--- src/rtl/sim_uart_pkg.sv ---
// Shared types and helpers for the simulation-side UART blocks.
//   uart_rx_state_e : receive state machine encoding (also exported for debug)
//   PAR_*           : parity mode codes used by the PARITY parameter
//   parity_ok()     : checks a received parity bit against a data byte
package sim_uart_pkg;

   typedef enum logic [2:0] {
      ST_IDLE,
      ST_START,
      ST_DATA,
      ST_PARITY,
      ST_STOP,
      ST_BREAK
   } uart_rx_state_e;

   localparam int PAR_NONE = 0;
   localparam int PAR_ODD  = 1;
   localparam int PAR_EVEN = 2;

   // True when data plus par_bit carry the parity the mode asks for.
   // With no parity configured every bit is acceptable.
   function automatic logic parity_ok(input logic [7:0] data,
                                      input logic       par_bit,
                                      input int         mode);
      logic ones_odd;
      ones_odd = (^data) ^ par_bit;
      case (mode)
         PAR_ODD:  return ones_odd;
         PAR_EVEN: return ~ones_odd;
         default:  return 1'b1;
      endcase
   endfunction

endpackage

--- src/rtl/sim_uart_sync2.sv ---
// Two-flop synchronizer for a single asynchronous level.
//   theclk    : destination clock
//   theresetn : asynchronous active-low reset, both flops load RSTVAL
//   d         : asynchronous input level
//   q         : synchronized level, two theclk cycles behind d
module sim_uart_sync2 #(
   parameter logic RSTVAL = 1'b1
) (
   input  logic theclk,
   input  logic theresetn,
   input  logic d,
   output logic q
);

   logic meta;

   always_ff @(posedge theclk or negedge theresetn) begin
      if (!theresetn) begin
         meta <= RSTVAL;
         q    <= RSTVAL;
      end else begin
         meta <= d;
         q    <= meta;
      end
   end

endmodule

--- src/rtl/sim_uart_rx_deframer.sv ---
// Simulation-side UART receiver. Samples the SoC serial line at mid-bit and
// emits one-cycle byte strobes for the line-printing monitor.
//   theclk          : sampling clock
//   theresetn       : asynchronous active-low reset
//   serial_in       : asynchronous UART line, idle high
//   uart_data       : last accepted byte, held until the next one
//   uart_data_valid : one-cycle strobe, uart_data is good this cycle
//   frame_err       : one-cycle strobe, a stop bit sampled low (byte dropped)
//   parity_err      : one-cycle strobe alongside valid on parity mismatch
//   busy            : high whenever the receiver is not idle
//   dbg_state       : current receive state
//
// Handshake: uart_data_valid is a pure strobe with no ready. The consumer
// must take uart_data on the cycle valid is high; nothing stalls or queues.
module sim_uart_rx_deframer
   import sim_uart_pkg::*;
#(
   parameter int CLKS_PER_BIT = 868,
   parameter int PARITY       = 0,
   parameter int STOP_BITS    = 1
) (
   input  logic           theclk,
   input  logic           theresetn,
   input  logic           serial_in,
   output logic [7:0]     uart_data,
   output logic           uart_data_valid,
   output logic           frame_err,
   output logic           parity_err,
   output logic           busy,
   output uart_rx_state_e dbg_state
);

   localparam int              CNT_W     = $clog2(CLKS_PER_BIT);
   localparam logic [CNT_W-1:0] HALF_LOAD = CNT_W'(CLKS_PER_BIT / 2 - 1);
   localparam logic [CNT_W-1:0] FULL_LOAD = CNT_W'(CLKS_PER_BIT - 1);
   localparam logic [3:0]       STOP_LAST = 4'(STOP_BITS - 1);

   logic rx_s;

   sim_uart_sync2 #(.RSTVAL(1'b1)) u_sync (
      .theclk    (theclk),
      .theresetn (theresetn),
      .d         (serial_in),
      .q         (rx_s)
   );

   uart_rx_state_e   state,    state_nxt;
   logic [CNT_W-1:0] bitcnt,   bitcnt_nxt;
   logic [3:0]       bitidx,   bitidx_nxt;
   logic [7:0]       shreg,    shreg_nxt;
   logic             par_pend, par_pend_nxt;
   logic [7:0]       data_nxt;
   logic             valid_nxt, ferr_nxt, perr_nxt;
   logic             bit_tick;

   // bitcnt reaching zero marks the sampling point of the current bit.
   assign bit_tick = (bitcnt == '0);

   always_comb begin
      state_nxt    = state;
      bitcnt_nxt   = bit_tick ? bitcnt : bitcnt - CNT_W'(1);
      bitidx_nxt   = bitidx;
      shreg_nxt    = shreg;
      par_pend_nxt = par_pend;
      data_nxt     = uart_data;
      valid_nxt    = 1'b0;
      ferr_nxt     = 1'b0;
      perr_nxt     = 1'b0;

      case (state)
         ST_IDLE: begin
            // First low level: wait half a bit to land in the start bit centre.
            if (!rx_s) begin
               bitcnt_nxt = HALF_LOAD;
               state_nxt  = ST_START;
            end
         end

         ST_START: begin
            if (bit_tick) begin
               if (!rx_s) begin
                  bitcnt_nxt   = FULL_LOAD;
                  bitidx_nxt   = 4'd0;
                  par_pend_nxt = 1'b0;
                  state_nxt    = ST_DATA;
               end else begin
                  // Line was back high at mid-start: treat as a glitch.
                  state_nxt = ST_IDLE;
               end
            end
         end

         ST_DATA: begin
            if (bit_tick) begin
               shreg_nxt  = {rx_s, shreg[7:1]};
               bitcnt_nxt = FULL_LOAD;
               if (bitidx == 4'd7) begin
                  bitidx_nxt = 4'd0;
                  state_nxt  = (PARITY != PAR_NONE) ? ST_PARITY : ST_STOP;
               end else begin
                  bitidx_nxt = bitidx + 4'd1;
               end
            end
         end

         ST_PARITY: begin
            if (bit_tick) begin
               // Mismatch is only remembered here; it is reported with the byte.
               par_pend_nxt = ~parity_ok(shreg, rx_s, PARITY);
               bitcnt_nxt   = FULL_LOAD;
               state_nxt    = ST_STOP;
            end
         end

         ST_STOP: begin
            if (bit_tick) begin
               if (!rx_s) begin
                  ferr_nxt  = 1'b1;
                  state_nxt = ST_BREAK;
               end else if (bitidx == STOP_LAST) begin
                  // Leaving at mid-stop lets a start edge half a bit later be caught.
                  valid_nxt = 1'b1;
                  data_nxt  = shreg;
                  perr_nxt  = par_pend;
                  state_nxt = ST_IDLE;
               end else begin
                  bitidx_nxt = bitidx + 4'd1;
                  bitcnt_nxt = FULL_LOAD;
               end
            end
         end

         ST_BREAK: begin
            // A line held low must return high before a new start is armed.
            if (rx_s) begin
               state_nxt = ST_IDLE;
            end
         end

         default: begin
            state_nxt = ST_IDLE;
         end
      endcase
   end

   always_ff @(posedge theclk or negedge theresetn) begin
      if (!theresetn) begin
         state           <= ST_IDLE;
         bitcnt          <= '0;
         bitidx          <= 4'd0;
         shreg           <= 8'd0;
         par_pend        <= 1'b0;
         uart_data       <= 8'd0;
         uart_data_valid <= 1'b0;
         frame_err       <= 1'b0;
         parity_err      <= 1'b0;
      end else begin
         state           <= state_nxt;
         bitcnt          <= bitcnt_nxt;
         bitidx          <= bitidx_nxt;
         shreg           <= shreg_nxt;
         par_pend        <= par_pend_nxt;
         uart_data       <= data_nxt;
         uart_data_valid <= valid_nxt;
         frame_err       <= ferr_nxt;
         parity_err      <= perr_nxt;
      end
   end

   assign busy      = (state != ST_IDLE);
   assign dbg_state = state;

endmodule

--- config.mk ---
export PLATFORM = sky130hd
export DESIGN_NAME = sim_uart_rx_deframer
export DESIGN_NICKNAME = d
export VERILOG_FILES = /design/src/rtl/sim_uart_pkg.sv /design/src/rtl/sim_uart_sync2.sv /design/src/rtl/sim_uart_rx_deframer.sv
export SDC_FILE = /design/constraint.sdc
export NUM_CORES = 1
export LEC_CHECK = 0
export BUFFER_PORTS_ARGS = -buffer_cell sky130_fd_sc_hd__buf_4
export CORE_AREA = 3 3 117 74
export DETAILED_ROUTE_END_ITERATION = 10
export DIE_AREA = 0 0 120 77
export SETUP_SLACK_MARGIN = 0.2
export SYNTH_ARGS = -nofsm -noshare
export SYNTH_HDL_FRONTEND = slang
export SYNTH_SLANG_ARGS = --single-unit
--- constraint.sdc ---
create_clock -name theclk -period 2.5 [get_ports theclk]
set_clock_uncertainty 0.15 [all_clocks]
set_input_delay 0.375 -clock theclk [delete_from_list [all_inputs] [get_ports theclk]]
set_output_delay 0.375 -clock theclk [all_outputs]
set_load 0.01 [all_outputs]
* Word-level counts from Yosys, hierarchy flattened
Index checks and enable logic that the tools add are counted.
Word-level totals: input port bits 3, output and inout bits 15, bits in writable memories 0, ROM bits 0, bits in latches 0, memories kept 0, word-level logic and storage cells 88, register bits after elaboration 39
Operators by class: $add $sub $neg 2, bitwise logic cells 1, divide/modulo/power cells 0, multiply operators 0, reduce and logical (&&, ||, !) cells 12, multiplexer cells 45, $lt $le $gt $ge 0, shifts and indexed selects 0, equal/unequal tests 17
Operators by type and width (count):
- $mux 10 | 8
- $pmux 10 s4 | 1
- $mux 4 | 7
- $mux 3 | 9
- $pmux 3 s6 | 1
- $mux 1 | 16
- $ne 2x2->1 const B | 8
- $pmux 4 s3 | 1
- $logic_not 10->1 | 1
- $sub 10x1->10 const B | 1
- $reduce_and 4->1 | 2
- $reduce_and 8->1 | 1
- $reduce_and 7->1 | 1
- $eq 3x2->1 const B | 2
- $eq 3x3->1 const B | 2
- $reduce_bool 3->1 | 2
- $add 4x1->4 const B | 1
- $eq 4x3->1 const B | 1
- $logic_not 4->1 | 1
- $ne 2x1->1 const B | 2
- $eq 3x1->1 const B | 1
- $logic_not 3->1 | 1
- $ne 3x3->1 const B | 1
- $mux 2 | 1
- 5 further kinds | 5

* Depth between registers and ports, before layout
word-level depth 6, gate-level depth with buffers 12, gate-level depth less buffers 10

* Cells and area by module
Synthesis repeated with hierarchy kept, for this count alone.
Unflattened totals: cells, all modules 189, area total of the unflattened synthesis 1916.8 µm²
Modules (own cells, without submodules):
- sim_uart_rx_deframer | sequential area each 875.8 µm², cells an instance 187, times used 1, area each 1864.3 µm²
- sim_uart_sync2 | sequential area each 52.6 µm², cells an instance 2, times used 1, area each 52.6 µm²

* Worst setup path after synthesis
No wires, ideal clock.
kind reg2reg, start point register bitcnt[0], end point register bitcnt[0], required time 2.229 ns, path buffers 2, clock period less this slack 2.446 ns, slack 0.054 ns, data arrival time 2.175 ns, cell stages (with the launch flop) 13, library setup time 0.121 ns, path through dfrtp_1 > inv_1 > ha_1 > nor3b_1 > and3_1 > buf_6 > inv_2 > buf_1 > ha_1 > inv_1 > a221oi_1 > o41ai_1 > a22o_1
On the way: cells in the longest elaborated chain, start to end 6, elaborated cells on any way between the ends 11, classes of those cells add/sub (1); mux (9); reduce/logical (1)
Ends and longest elaborated chain:
- from (decl) | RTL line sim_uart_rx_deframer.sv:48 | logic [CNT_W-1:0] bitcnt, bitcnt_nxt;
- from (signal assigned) | RTL line sim_uart_rx_deframer.sv:159 | bitcnt <= bitcnt_nxt;
- $sub 10x1->10 or $logic_not 10->1 (tied branches) | RTL line sim_uart_rx_deframer.sv:61, sim_uart_rx_deframer.sv:57
- $mux 10 | RTL line sim_uart_rx_deframer.sv:61 | bitcnt_nxt = bit_tick ? bitcnt : bitcnt - CNT_W'(1);
- $mux 10 | RTL line sim_uart_rx_deframer.sv:120 | end else if (bitidx == STOP_LAST) begin
- $mux 10 | RTL line sim_uart_rx_deframer.sv:117 | if (!rx_s) begin
- $mux 10 | RTL line sim_uart_rx_deframer.sv:116 | if (bit_tick) begin
- $pmux 10 s4 (*) | RTL line sim_uart_rx_deframer.sv:70 | case (state)
- named net bitcnt_nxt[0] | RTL line sim_uart_rx_deframer.sv:48
Mark *: on every way through the listed nets, which the timed path passes. The rest lies on a longest branch. A chain may end at the register's enable or synchronous reset.

* Worst setup path in the final report
start point register state[0] (netlist: dbg_state[0]), end point register bitidx[0]
On the way: cells in the longest elaborated chain, start to end 3, elaborated cells on any way between the ends 12, classes of those cells eq/ne (9); mux (1); reduce/logical (2)
Ends and longest elaborated chain:
- from (decl) | RTL line sim_uart_rx_deframer.sv:47 | uart_rx_state_e state, state_nxt;
- from (signal assigned) | RTL line sim_uart_rx_deframer.sv:158 | state <= state_nxt;
- $eq 3x1->1 (tied with other cells) | RTL line sim_uart_rx_deframer.sv:70
- $ne 2x2->1 (no line) (tied with other cells)
- $reduce_and 7->1 (no line)
- to (signal assigned) | RTL line sim_uart_rx_deframer.sv:160 | bitidx <= bitidx_nxt;
- to (decl) | RTL line sim_uart_rx_deframer.sv:49 | logic [3:0] bitidx, bitidx_nxt;
Parallel ways exist; a longest one is shown, timed or not.

==> flow_summary.yaml <==
status:
  status: "finished clean"
global_routing:
  grt_overflow_total: 0
  grt_pass1_wl_mm: 7.50
  gr-usage-all-layers: 0.102
  antenna_found_initial: 0
  grt_pass1_vias: 1423
  grt_max_degree: 38
finish:
  final_common_cell: "dfrtp_1"
  nNetsFinal: 207
  fill_cells: 807
  fin_util: 0.314
  diodes: 0
  drive_gt1_frac: 0.348
  area_growth_pct: 26.9
  final_cell_mix: "dfrtp_1, buf_4, mux2_2, inv_1, nor2_1"
sta:
  finalCritPeriodShare: 0.911
  grt_setup_unrepaired: "true"
  fmax_mhz: 439
  layout_min_cycle_time_ns: 2.28
  tns_ns: 0
  maxSlewViolCount: 0
  slew_headroom: 0.660
  hold_viol: 0
  finalSetupViolCount: 0
  worst_pin_slew_ns: 0.510
critical_path:
  critPathRequiredTime_ns: 2.57
  worst_setup_path_start_kind: "flip-flop"
  critPathCaptureType: "flip-flop"
  cp_max_fo: 16
  critical_path_class: "flip-flop to flip-flop"
  cp_data_arrival_time_ns: 2.35
drt:
  drt-initial-drc-count: 110
  drt_wl_total_mm: 4.35
  dr.pass1.iters: 4
  avgViaCountPerCell: 4.64
  via_count: 1433
  route.detailed.drc: 0
  ant_nets: 0
  wl_per_cell_um: 14.1
synth:
  synth_edf_count: 0
  avgSynthCellArea_um2: 11.1
  yosysSeqAreaShare: 0.485
  async_flop_share: 1.00
  ys_types: 52
  synth_top_area_frac: 0.458
  ys.flop_type: "dfrtp_1"
  synth_seq_cells: 37
  synth_area_um2: 1910
  yosysWarningCount: 0
  syn_nets: 180
  synth_area_leaders: "dfrtp_1, mux2_2, dfstp_2"
  yosysTopAreaCell: "dfrtp_1"
  syn_inst: 173
clocking:
  clock_sinks: 37
  htreeDepth: 2
  root_buffer: "clkbuf_16"
  clockBufferDepth: 2
  cts_buffers: 5
  cts_tree: "built"
  clkLatencyLatePin_ns: 0.28
  cts.reportedPaths.clkPinSlew_ns: 0.06
floorplan:
  rows: 25
  start_util: 0.248
  die-area_um2: 9240
  core_um2: 7730
  die_w_um: 120
  io_pins: 18
  die_h_um: 77
power_and_ir_drop:
  max-vdd-ir-drop_mv: 0.268
  p_per_area_nw_per_um2: 556
  leakagePower_uw: 0.00110
place:
  dp_hpwl_mm: 3.03
  place.gp.congestion: 0.818
  portBuffers: 16
job:
  cap_violations: 0
worst_hold_path:
  holdCritPathClass: "input port to flip-flop"
synth_stat cells (3+ instances only):
master and count:
dfrtp_1 35, a21oi_1 7, clkbuf_1 6, o21ai_0 3, or3_1 4, nand2_1 7, nand2b_1 3, a31oi_1 4
mux2_2 18, nand3_1 4, nor3_1 3, inv_1 10, nor2_1 10, a22o_1 3, ha_1 4, or3b_2 4
state kept, by name, summed over array words and instances (netlist names):
register / count
dbg_state: 3
frame_err: 1
uart_data: 8
u_sync.q: 1
bitcnt: 10
u_sync.meta: 1
uart_data_valid: 1
bitidx: 4
shreg: 8
power breakdown:
part	total [µW]	switching (µW)	leakage, µW	internal [µW]
clock network	723	251	0.0000800	472
registers	605	3.39	0.000490	602
logic	21.9	16.3	0.000527	5.58
through the flow:
stage                     instances  total power, µW  hold slack, ns  setup WS (ns)  cell area (µm²)
final                           309             1350          0.0457          0.223             2430
after global routing            309             1410          0.0414          0.145             2430
after CTS                       309             1370          0.0364          0.177             2410
after detailed placement        299              637           0.200          0.105             2210
after global placement          299              637           0.198          0.183             2210
after floorplan                 173              621         -0.0706          0.159             1920
final cells by class:
| type | count | area, µm² | share of cell area |
|---|---|---|---|
| multi-input combinational | 116 | 930 | 0.383 |
| sequential | 37 | 928 | 0.382 |
| timing repair buffer | 29 | 220 | 0.0907 |
| tap | 108 | 135 | 0.0556 |
| clock buffer | 5 | 125 | 0.0515 |
| clock inverter | 3 | 46.3 | 0.0191 |
| inverter | 11 | 43.8 | 0.0180 |
repair_timing:
action,4_1_cts,5_1_grt
gates resized for setup,2,5
endpoints found under the hold margin,35,0
endpoints found under the setup margin,6,14
setup buffers,1,0
hold buffers,1,0
pin swaps,1,0
gates cloned,0,0
cell families (layout without fill, tap and decap cells):
logic type	count (synthesis)	in the layout	share of synthesized area
simple gates	52	52	0.172
compound gates	37	37	0.144
flops	37	37	0.485
mux	20	20	0.116
buf+inv	20	48	0.0451
fa+ha+maj	4	4	0.0261
xor+xnor	2	2	0.00915
other cells	1	1	0.00196
critical path, stage by stage, from the launching register on:
cell,delay [ns]
dfrtp_1,0.56
or3b_2,0.53
o21ai_0,0.38
nor4b_2,0.38
mux2_2,0.21
worst paths after layout:
check | from | end | slack [ns] | cells after the start
setup / recovery | dbg_state[0] | bitidx[0] | 0.22 | 4
hold reg to reg | u_sync.meta | u_sync.q | 0.21 | 0
min in group asynchronous | theresetn | frame_err | 0.44 | 2
setup reg to reg | dbg_state[0] | bitidx[0] | 0.22 | 4
hold / removal | serial_in | u_sync.meta | 0.05 | 1
max in group asynchronous | theresetn | u_sync.meta | 1.39 | 2
routing by layer:
layer	up-vias	global-route usage	part of all wire
li1	693	-	-
met1	702	0.166	0.57
met2	34	0.123	0.37
met3	4	0.0376	0.052
met4	0	0.0206	0.0083
met5	-	0	0
Power figures use the tool's default switching activity.
